==> config.mk <==
export PLATFORM = sky130hd
export DESIGN_NAME = ff_input_cond
export DESIGN_NICKNAME = d
export VERILOG_FILES = /design/src/rtl/ff_input_cond.sv
export SDC_FILE = /design/constraint.sdc
export NUM_CORES = 1
export LEC_CHECK = 0
export ABC_CLOCK_PERIOD_IN_PS = 2500
export BUFFER_PORTS_ARGS = -buffer_cell sky130_fd_sc_hd__buf_2
export CAP_MARGIN = 10
export CORE_UTILIZATION = 31
export CTS_CLUSTER_SIZE = 8
export DETAILED_ROUTE_END_ITERATION = 12
export GPL_TIMING_DRIVEN = 1
export SLEW_MARGIN = 20
export SYNTH_ARGS = -nofsm -noshare
export SYNTH_HDL_FRONTEND = slang
export SYNTH_SLANG_ARGS = --single-unit
export TNS_END_PERCENT = 100
==> constraint.sdc <==
create_clock -name clk12m -period 2.5 [get_ports clk12m]
set_clock_uncertainty 0.05 [all_clocks]
set_input_delay 0.5 -clock clk12m [delete_from_list [all_inputs] [get_ports clk12m]]
set_output_delay 0.5 -clock clk12m [all_outputs]
set_load 0.005 [all_outputs]
==> src/rtl/ff_input_cond.sv <==
// Conditions raw board switches: 2-flop sync, tick-paced debounce, one-shot coin pulses.
// Latency: 2 cycles + DB_TICKS ticks + 1 cycle; no handshake, outputs are registered levels.
module ff_input_cond #(
  parameter int unsigned TICK_DIV   = 12000,
  parameter int unsigned DB_TICKS   = 8,
  parameter int unsigned COIN_TICKS = 40,
  parameter logic [9:0]  IDLE       = 10'h3FF,
  parameter logic [9:0]  COIN_MASK  = 10'b0011001000
) (
  input  logic        clk12m,
  input  logic        reset_n,
  input  logic [9:0]  sw_in,
  input  logic [8:1]  sw1_in,
  output logic [9:0]  sw_o,
  output logic [8:1]  sw1_o,
  output logic        tick_o
);

  localparam int NB = 18;
  localparam int PW = (TICK_DIV > 1) ? $clog2(TICK_DIV) : 1;
  localparam int DW = $clog2(DB_TICKS + 1);
  localparam int CW = $clog2(COIN_TICKS + 1);
  localparam logic [NB-1:0] IDLE_ALL = {8'hFF, IDLE};

  typedef enum logic [1:0] {WAIT = 2'd0, PULSE = 2'd1, HOLD = 2'd2} coin_st_t;

  logic [PW-1:0] presc;
  logic [PW-1:0] presc_nxt;
  logic          tick;

  logic [NB-1:0] raw;
  logic [NB-1:0] s1;
  logic [NB-1:0] s2;
  logic [NB-1:0] stable;
  logic [NB-1:0] acc;
  logic [DW-1:0] db_cnt [NB];

  coin_st_t      coin_st  [10];
  logic [CW-1:0] coin_cnt [10];
  logic [9:0]    coin_out;

  // tick is registered so it lines up exactly with presc == TICK_DIV-1
  assign presc_nxt = tick ? '0 : presc + PW'(1);

  always_ff @(posedge clk12m) begin
    if (!reset_n) begin
      presc <= '0;
      tick  <= 1'b0;
    end else begin
      presc <= presc_nxt;
      tick  <= (presc_nxt == PW'(TICK_DIV - 1));
    end
  end

  assign tick_o = tick;
  assign raw    = {sw1_in, sw_in};

  always_comb begin
    acc = '0;
    for (int i = 0; i < NB; i++) begin
      acc[i] = tick && (s2[i] != stable[i]) && (db_cnt[i] == DW'(DB_TICKS - 1));
    end
  end

  always_ff @(posedge clk12m) begin
    if (!reset_n) begin
      s1     <= IDLE_ALL;
      s2     <= IDLE_ALL;
      stable <= IDLE_ALL;
      for (int i = 0; i < NB; i++) db_cnt[i] <= '0;
    end else begin
      s1 <= raw;
      s2 <= s1;
      for (int i = 0; i < NB; i++) begin
        // any single cycle of agreement throws away the accumulated count
        if (s2[i] == stable[i]) begin
          db_cnt[i] <= '0;
        end else if (acc[i]) begin
          stable[i] <= s2[i];
          db_cnt[i] <= '0;
        end else if (tick) begin
          db_cnt[i] <= db_cnt[i] + DW'(1);
        end
      end
    end
  end

  always_ff @(posedge clk12m) begin
    if (!reset_n) begin
      coin_out <= IDLE;
      for (int i = 0; i < 10; i++) begin
        coin_st[i]  <= WAIT;
        coin_cnt[i] <= '0;
      end
    end else begin
      for (int i = 0; i < 10; i++) begin
        if (COIN_MASK[i]) begin
          case (coin_st[i])
            WAIT: begin
              if (acc[i] && (s2[i] != IDLE[i])) begin
                coin_st[i]  <= PULSE;
                coin_out[i] <= ~IDLE[i];
                coin_cnt[i] <= '0;
              end
            end
            PULSE: begin
              // pulse length is fixed; input release here has no effect
              if (tick) begin
                if (coin_cnt[i] == CW'(COIN_TICKS - 1)) begin
                  coin_out[i] <= IDLE[i];
                  coin_st[i]  <= (stable[i] == IDLE[i]) ? WAIT : HOLD;
                end else begin
                  coin_cnt[i] <= coin_cnt[i] + CW'(1);
                end
              end
            end
            HOLD: begin
              if (stable[i] == IDLE[i]) coin_st[i] <= WAIT;
            end
            default: coin_st[i] <= WAIT;
          endcase
        end
      end
    end
  end

  assign sw_o  = (coin_out & COIN_MASK) | (stable[9:0] & ~COIN_MASK);
  assign sw1_o = stable[17:10];

endmodule
Word level (Yosys, flattened, before mapping)

Memory sizes are Yosys's and may differ from the RTL's.
Index checks and enable logic that the tools add are counted.

Register bits: 72
RAM bits: 152
Output and inout bits: 19
Word-level logic and storage cells: 637
Memories: 3

Add/subtract/negate cells: 22
Equality and inequality tests: 73
Multiplexer cells: 351
Bitwise operators: 94
Reductions and logical operators: 69

Memory list:

| memory   | words | width | read ports | clocked after memory_dff | wr ports | RTL line | source |
|---|---|---|---|---|---|---|---|
| db_cnt   | 18    | 4     | 18         | 0                        | 18       | 36       | `logic [DW-1:0] db_cnt [NB];` |
| coin_cnt | 10    | 6     | 3          | 0                        | 10       | 39       | `logic [CW-1:0] coin_cnt [10];` |
| coin_st  | 10    | 2     | 3          | 0                        | 10       | 38       | `coin_st_t coin_st [10];` |

Operator list:

| operator              | number |
|---|---|
| $mux 1                | 272 |
| $mux 4                | 54 |
| $add 4x1->4 const B   | 18 |
| $eq 4x3->1 const B    | 18 |
| $or 1x1->1            | 72 |
| $logic_and 1x1->1     | 39 |
| $mux 6                | 6 |
| $reduce_and 2->1      | 18 |
| $mux 2                | 15 |
| $not 1->1             | 21 |
| $add 6x1->6 const B   | 3 |
| $eq 1x1->1            | 18 |
| $eq 6x6->1 const B    | 3 |
| $ne 1x1->1            | 18 |
| $ne 2x2->1 const B    | 9 |
| $add 14x1->14 const B | 1 |
| $eq 14x14->1 const B  | 1 |
| $mux 14               | 1 |
| $reduce_and 4->1      | 3 |
| $or 8x10->10          | 1 |
| $reduce_or 3->1       | 3 |
| $eq 2x1->1 const B    | 3 |
| $eq 2x2->1 const B    | 3 |
| $logic_not 2->1       | 3 |
| other kinds (2)       | 6 |

Logic depth before layout (Yosys ltp)

Gate-level depths: netlist of the first run.

Depth after elaboration: 12
Mapped depth: 6

Least setup slack after synthesis of the first run

OpenSTA, ideal clock, no wires.

Path type: input -> register
Start: input reset_n
End: memory coin_st[7][0] (netlist name), enable pin
Library setup time: 0.322 ns
Arrival: 1.535 ns
Required time: 2.128 ns
Path slack: 0.593 ns
Stages on the path: 6
Cell sequence: clkbuf_1 -> and2_1 -> buf_2 -> nand2_1 -> o21ba_2 -> o211ai_1

RTL lines:

| item            | RTL line | source |
|---|---|---|
| start, declared | 11       | `input logic reset_n,` |
| end, declared   | 38       |  |

Worst setup path in the final report of the first run

Start: register tick, in the netlist tick_o
End: output tick_o

RTL lines:

| item                   | RTL line | source |
|---|---|---|
| start, declared        | 29       | `logic tick;` |
| start signal, assigned | 51       | `tick <= (presc_nxt == PW'(TICK_DIV - 1));` |
| end, declared          | 16       | `output logic tick_o` |

No word-level cell between the ends.

==> out/results.ini, run 1 <==
[synth]
synth_edf_count = 96
syn_nets = 722
synth.distinct_cells = 49
synth_top_area_share_pct = 38.3
synthFlopType = edfxtp_1
synth_largest_area_cell = edfxtp_1
synthCells = 680
async_reset_ff_share_pct = 0
postSynthAreaPerCell_um2 = 11.1
yosysSeqAreaShare_pct = 57.5
yosys_warnings = 0
netlist_area_mm2 = 0.00752
ys_seq_elements = 168
synthTopCellsByArea = edfxtp_1 (38%), dfxtp_1 (19%), xor2_1 (7.2%)

[drt]
wl_um = 12900
drt-pass1-iter-count = 4
wire_per_inst_um = 12.4
avgViaCountPerCell = 4.44
via_count = 4610
drt_iter0_markers = 300
drc_errors = 0
ant_nets = 0

[clock_network]
clock_latency_ns = 0.42
clock_sinks = 168
root_buffer = clkbuf_16
cts_buffers = 17
clock_path_buffers = 2
ctsHoldBuffers = 0
cts_tree = done
post_cts_resize_count = 0
h-tree-depth = 4
clk_pin_slew_ns = 0.06
cts_setup_buffers = 0

[power_and_ir_drop]
power.density_mw_per_mm2 = 676
p_leak_nw = 3.44
peakVddDrop_mv = 0.494

[global_routing]
grt_use_total_pct = 11.3
globalRouteOverflowTotal = 0
antenna_found_initial = 0
grt_pass1_vias = 4529
grt_pass1_wl_um = 21600
grt_max_degree = 35

[floorplanning]
die-area_mm2 = 0.0249
rows = 56
chipHeight_um = 158
coreArea_mm2 = 0.0236
die_w_um = 158
start_util_pct = 31.9
ios = 39

[setup_path]
cp-start-kind = flop
critPathKind = flop to primary output
reg2reg_from = db_cnt[7][0]
crit_path_end_kind = primary output
cp_data_arrival_time_ns = 1.51
ff2ff_path_depth = 5
crit_required_ns = 1.95
path_max_fanout = 20
crit_path_start = tick_o

[timing]
finalMaxSlewViolations = 0
period_share_pct = 82.5
fmax_mhz = 485
slew_headroom_pct = 60.0
hold_slack_ns = 0.198
setup_viol = 0
tightest_slew_ns = 0.592
hold_viol = 0
setup_tns_ns = 0
min_period_ns = 2.06
rsz0062_at_grt = false

[placed_design]
place_congestion = 0.757
io_buffer_count = 38
hpwl_um = 9100

[hold_path]
hp-class = input pin to flop
worstHoldPathCells = 2
min_from = sw_in[7]

[final_layout]
n_fill_cell = 2318
multiInputGateArea_mm2 = 0.00291
nNetsFinal = 749
area.sequential_mm2 = 0.00432
syn_to_final_growth_pct = 13.7
layout-drive-gt1-share_pct = 10.8
diodes = 0

[outcome]
status = finished clean

[job]
cap_viol_max_count = 0

-- layout by cell type, fill, tap and decap left out, drive strengths merged, types with 3 or more instances in the layout --
master,n
xnor2,10
nand4b,19
mux2i,18
o21ai,8
nand4,8
clkbuf,25
or4,3
a21oi,4
nand2b,39
clkinv,4
nor2,88
xor2,63
ha,22
or3,5
nand3,51
dfxtp,72
nor2b,4
nand2,49
edfxtp,96
and2,4
inv,22
nor3,9
buf,46
and3,22
-- cell usage after synthesis, drive strengths merged, types with 5 or more instances --
cell type / count
clkbuf: 15
ha: 22
nand4b: 19
nand2: 49
nor2: 88
xnor2: 10
inv: 22
nor3: 9
o21ai: 8
nand2b: 39
edfxtp: 96
xor2: 63
dfxtp: 72
nand4: 8
or3: 5
mux2i: 18
and3: 22
nand3: 51
buf: 23
-- area by class of cell --
class / count / area share [%]
clock buffers: 25 / 5.82
clock inverters: 7 / 1.07
inverters: 22 / 0.965
multi-input cells: 452 / 34.0
flip-flops and latches: 168 / 50.5
well taps: 319 / 4.67
repair buffers: 46 / 2.92
-- sequential cells by signal, summed over array words and instances, names as in the netlist --
| register | cells |
|---|---|
| coin_cnt | 18 |
| coin_out | 3 |
| coin_st | 6 |
| db_cnt | 72 |
| presc | 14 |
| s1 | 18 |
| s2 | 18 |
| stable | 18 |
| tick_o | 1 |
-- metal layers --
metal	vias up	GRT usage (%)	wire [um]
met5	-	0	0
met4	0	4.16	86
met3	6	3.34	595
met2	61	17.7	6100
met1	2137	14.6	6080
li1	2406	-	-
-- kinds of logic (layout without fill, tap and decap cells) --
kind of cell	after synthesis	in the layout	synth area share, %
AND/OR/NAND/NOR	310	310	21.4
adder cells (fa/ha/maj)	22	22	3.66
buffers and inverters	60	100	3.86
multiplexers	18	18	2.39
XOR/XNOR	73	73	8.60
AO/OA/AOI/OAI	29	29	2.68
flip-flops	168	168	57.5
-- path summary, 6_finish.rpt --
check | to | slack [ns]
setup / recovery | tick_o | 0.44
hold / removal | s1[7] | 0.20
setup reg to reg | coin_cnt[7][4] | 0.53
hold reg to reg | s2[13] | 0.36
-- power breakdown --
group          internal (mW)  switching, mW
logic                 0.0678         0.0908
registers               2.98         0.0516
clock network           1.59           1.01
-- through the flow --
step                util, %  total power [mW]  worst slack [ns]  std cells  area, um2
floorplan                 -              3.19             0.593        680       7520
global placement       33.7              3.25             0.504       1007       7970
detailed placement     33.7              3.25             0.483       1007       7970
CTS                    36.2              5.86             0.384       1039       8560
global route           36.2              6.00             0.259       1039       8560
finish                 36.2              5.78             0.438       1039       8560
-- critical path: stages, from the launching register on --
cell     delay, ns
dfxtp_1       0.53
buf_4         0.37
buf_2         0.19
Power figures use the tool's default switching activity.
==> inputs of run 2 (changes only) <==
Settings changed: ABC_AREA from default to 1, ABC_CLOCK_PERIOD_IN_PS 2500 to 1760.
Clock period 2.5 ns to 1.76 ns, I/O delays scaled along.
==> run 2 against run 1 <==
First-iteration DRC count is 22% higher. Largest cell class unchanged. Register-to-register slack worse by 0.44 ns. Critical endpoint is now coin_st[7][1]. Clock-buffer cell count down 5. Flip-flop and latch count did not move. Critical path depth is 5 higher. Clock power is 29% higher. Highest routed layer unchanged. Sequential power up 42%.
==> out/results.ini, run 2 <==
[outcome]
status = finished clean  ; unchanged

[setup_path]
critPathKind = flop to flop  ; was flop to primary output
ff2ff_path_depth = 7  ; was 5
crit_required_ns = 1.84  ; was 1.95 ns
cp_data_arrival_time_ns = 1.75  ; was 1.51 ns
cpMaxStageDelayCell = edfxtp_1  ; was dfxtp_1
cp-start-kind = flop  ; unchanged
path_max_fanout = 3  ; was 20
crit_path_max_incr_delay_ns = 0.38  ; was 0.53 ns
path_cells = ha_2, nand2_2, nor2_2, inv_2, nor3_4, nand3_2, nand4_1  ; was buf_4, buf_2
crit_path_end_kind = flop  ; was primary output

[synth]
yosysSeqAreaShare_pct = 56.3  ; was 57.5%
synthCells = 795  ; was 680
synth_largest_area_cell = edfxtp_1  ; unchanged
async_reset_ff_share_pct = 0  ; unchanged
synthTopCellsByArea = edfxtp_1 (38%), dfxtp_1 (19%), nor2_1 (6.6%)  ; was edfxtp_1 (38%), dfxtp_1 (19%), xor2_1 (7.2%)
synth_top_area_share_pct = 37.5  ; was 38.3%
netlist_area_mm2 = 0.00768  ; was 0.00752 mm2
syn_nets = 837  ; was 722
synth_edf_count = 96  ; unchanged
postSynthAreaPerCell_um2 = 9.66  ; was 11.1 um2
synthFlopType = edfxtp_1  ; unchanged
yosysMostFrequentCell = nor2_1  ; was edfxtp_1
ys_seq_elements = 168  ; unchanged
synth_common_cells = nor2_1 (136), nand2_1 (111), edfxtp_1 (96)  ; was edfxtp_1 (96), nor2_1 (88), dfxtp_1 (72)
synth.distinct_cells = 37  ; was 49
yosys_warnings = 0  ; unchanged

[final_layout]
diodes = 0  ; unchanged
top_register = db_cnt  ; unchanged
final_cell_mix = nor2_1 (135), nand2_1 (110), edfxtp_1 (96)  ; was edfxtp_1 (96), nor2_1 (88), dfxtp_1 (72)
area.sequential_mm2 = 0.00433  ; was 0.00432 mm2
layout-drive-gt1-share_pct = 18.2  ; was 10.8%
fin_cells = 1177  ; was 1039
final_common_cell = nor2_1  ; was edfxtp_1
multiInputGateArea_mm2 = 0.00299  ; was 0.00291 mm2
n_fill_cell = 2427  ; was 2318
nNetsFinal = 883  ; was 749
syn_to_final_growth_pct = 14.7  ; was 13.7%
stdcell_area_mm2 = 0.00881  ; was 0.00856 mm2
largest_reg_flops = 72  ; unchanged

[drt]
drt-pass1-iter-count = 4  ; unchanged
drc_errors = 0  ; unchanged
avgViaCountPerCell = 4.40  ; was 4.44
wl_um = 13600  ; was 12900 um
ant_nets = 0  ; unchanged
drt_iter0_markers = 366  ; was 300
wire_per_inst_um = 11.5  ; was 12.4 um
via_count = 5179  ; was 4610

[timing]
setup_ws_ns = 0.0884  ; was 0.438 ns
slew_headroom_pct = 72.9  ; was 60.0%
setup_viol = 0  ; unchanged
period_share_pct = 95.0
tightest_slew_ns = 0.407  ; was 0.592 ns
min_period_ns = 1.67
rsz0062_at_grt = true  ; was false
hold_slack_ns = 0.0580  ; was 0.198 ns
fmax_mhz = 598
finalMaxSlewViolations = 0  ; unchanged
hold_viol = 0  ; unchanged
setup_tns_ns = 0  ; unchanged

[clock_network]
clock_latency_ns = 0.43  ; was 0.42 ns
clock_sinks = 168  ; unchanged
root_buffer = clkbuf_16  ; unchanged
cts_tree = done  ; unchanged
ctsHoldBuffers = 0  ; unchanged
clk_pin_slew_ns = 0.07  ; was 0.06 ns
cts_buffers = 17  ; unchanged
h-tree-depth = 4  ; unchanged
clock_path_buffers = 2  ; unchanged

[hold_path]
hp-class = input pin to flop  ; unchanged
worstHoldPathCells = 2  ; unchanged

[global_routing]
grt_use_total_pct = 11.1  ; was 11.3%
grt_pass1_vias = 4773  ; was 4529
antenna_found_initial = 0  ; unchanged
grt_max_degree = 36  ; was 35
grt_pass1_wl_um = 22700  ; was 21600 um
globalRouteOverflowTotal = 0  ; unchanged

[placed_design]
place_ws_ns = -0.0486  ; was 0.483 ns
place_area_mm2 = 0.00823  ; was 0.00797 mm2
io_buffer_count = 38  ; unchanged
hpwl_um = 9580  ; was 9100 um
dp_cells = 1144  ; was 1007
place_congestion = 0.743  ; was 0.757

[power_and_ir_drop]
p_leak_nw = 3.46  ; was 3.44 nW
power.density_mw_per_mm2 = 894  ; was 676 mW/mm2
peakVddDrop_mv = 0.466  ; was 0.494 mV

[floorplanning]
rows = 57  ; was 56
die_w_um = 159  ; was 158 um
die-area_mm2 = 0.0254  ; was 0.0249 mm2
chipHeight_um = 159  ; was 158 um
ios = 39  ; unchanged
start_util_pct = 31.6  ; was 31.9%
coreArea_mm2 = 0.0243  ; was 0.0236 mm2

[job]
cap_viol_max_count = 0  ; unchanged

run 2: critical path: cells and delay by family, from the launching register on:
| family | cells | cell delay (ns) |
|---|---|---|
| buffers and inverters | 1 | 0.06 |
| AND/OR/NAND/NOR | 5 | 0.70 |
| flip-flops | 1 | 0.38 |
| adder cells (fa/ha/maj) | 1 | 0.20 |
run 2: area by class of cell:
cell class,instances,share of cell area (%)
multi-input cells,536,33.9
flip-flops and latches,168,49.1
repair buffers,59,3.99
clock buffers,20,4.96
inverters,59,2.54
clock inverters,11,0.880
well taps,324,4.60
run 2: where the power goes:
part           leakage (nW)  internal, mW  total [mW]  switching [mW]
Combinational          1.51         0.105       0.249           0.144
Sequential             1.70          4.23        4.30          0.0696
Clock                 0.247          1.80        3.33            1.53
Total                  3.46          6.14        7.88            1.74
run 2: routing by layer:
metal / GRT usage [%] / vias to the layer above / wire length [um]
met2: 17.7 / 70 / 6180
li1: - / 2728 / -
met5: 0 / - / 0
met1: 14.6 / 2371 / 6800
met4: 3.15 / 0 / 110
met3: 3.33 / 10 / 493
run 2: path summary, 6_finish.rpt:
kind / from / to / slack (ns)
setup / recovery: db_cnt[7][0] / coin_st[7][1] / 0.09
hold / removal: sw1_in[6] / s1[15] / 0.06
setup reg to reg: db_cnt[7][0] / coin_st[7][1] / 0.09
hold reg to reg: s1[13] / s2[13] / 0.36
run 2: logic make-up (layout without fill, tap and decap cells):
group / after synthesis / in the layout / synth area share (%)
AND/OR/NAND/NOR: 448 / 448 / 28.3
flip-flops: 168 / 168 / 56.3
buffers and inverters: 91 / 149 / 5.41
XOR/XNOR: 41 / 41 / 4.68
AO/OA/AOI/OAI: 25 / 25 / 1.78
adder cells (fa/ha/maj): 22 / 22 / 3.58
run 2: timing repair:
action                                  in CTS  in global routing
setup buffers                                0                  2
endpoints found under the setup margin       6                 20
pin swaps                                    0                  6
endpoints found under the hold margin        0                  0
gates resized for setup                      1                 12
run 2: through the flow:
step / util (%) / total power, mW
floorplan: - / 4.54
global placement: 33.8 / 4.63
detailed placement: 33.8 / 4.63
CTS: 36.0 / 7.99
global route: 36.2 / 8.22
finish: 36.2 / 7.88
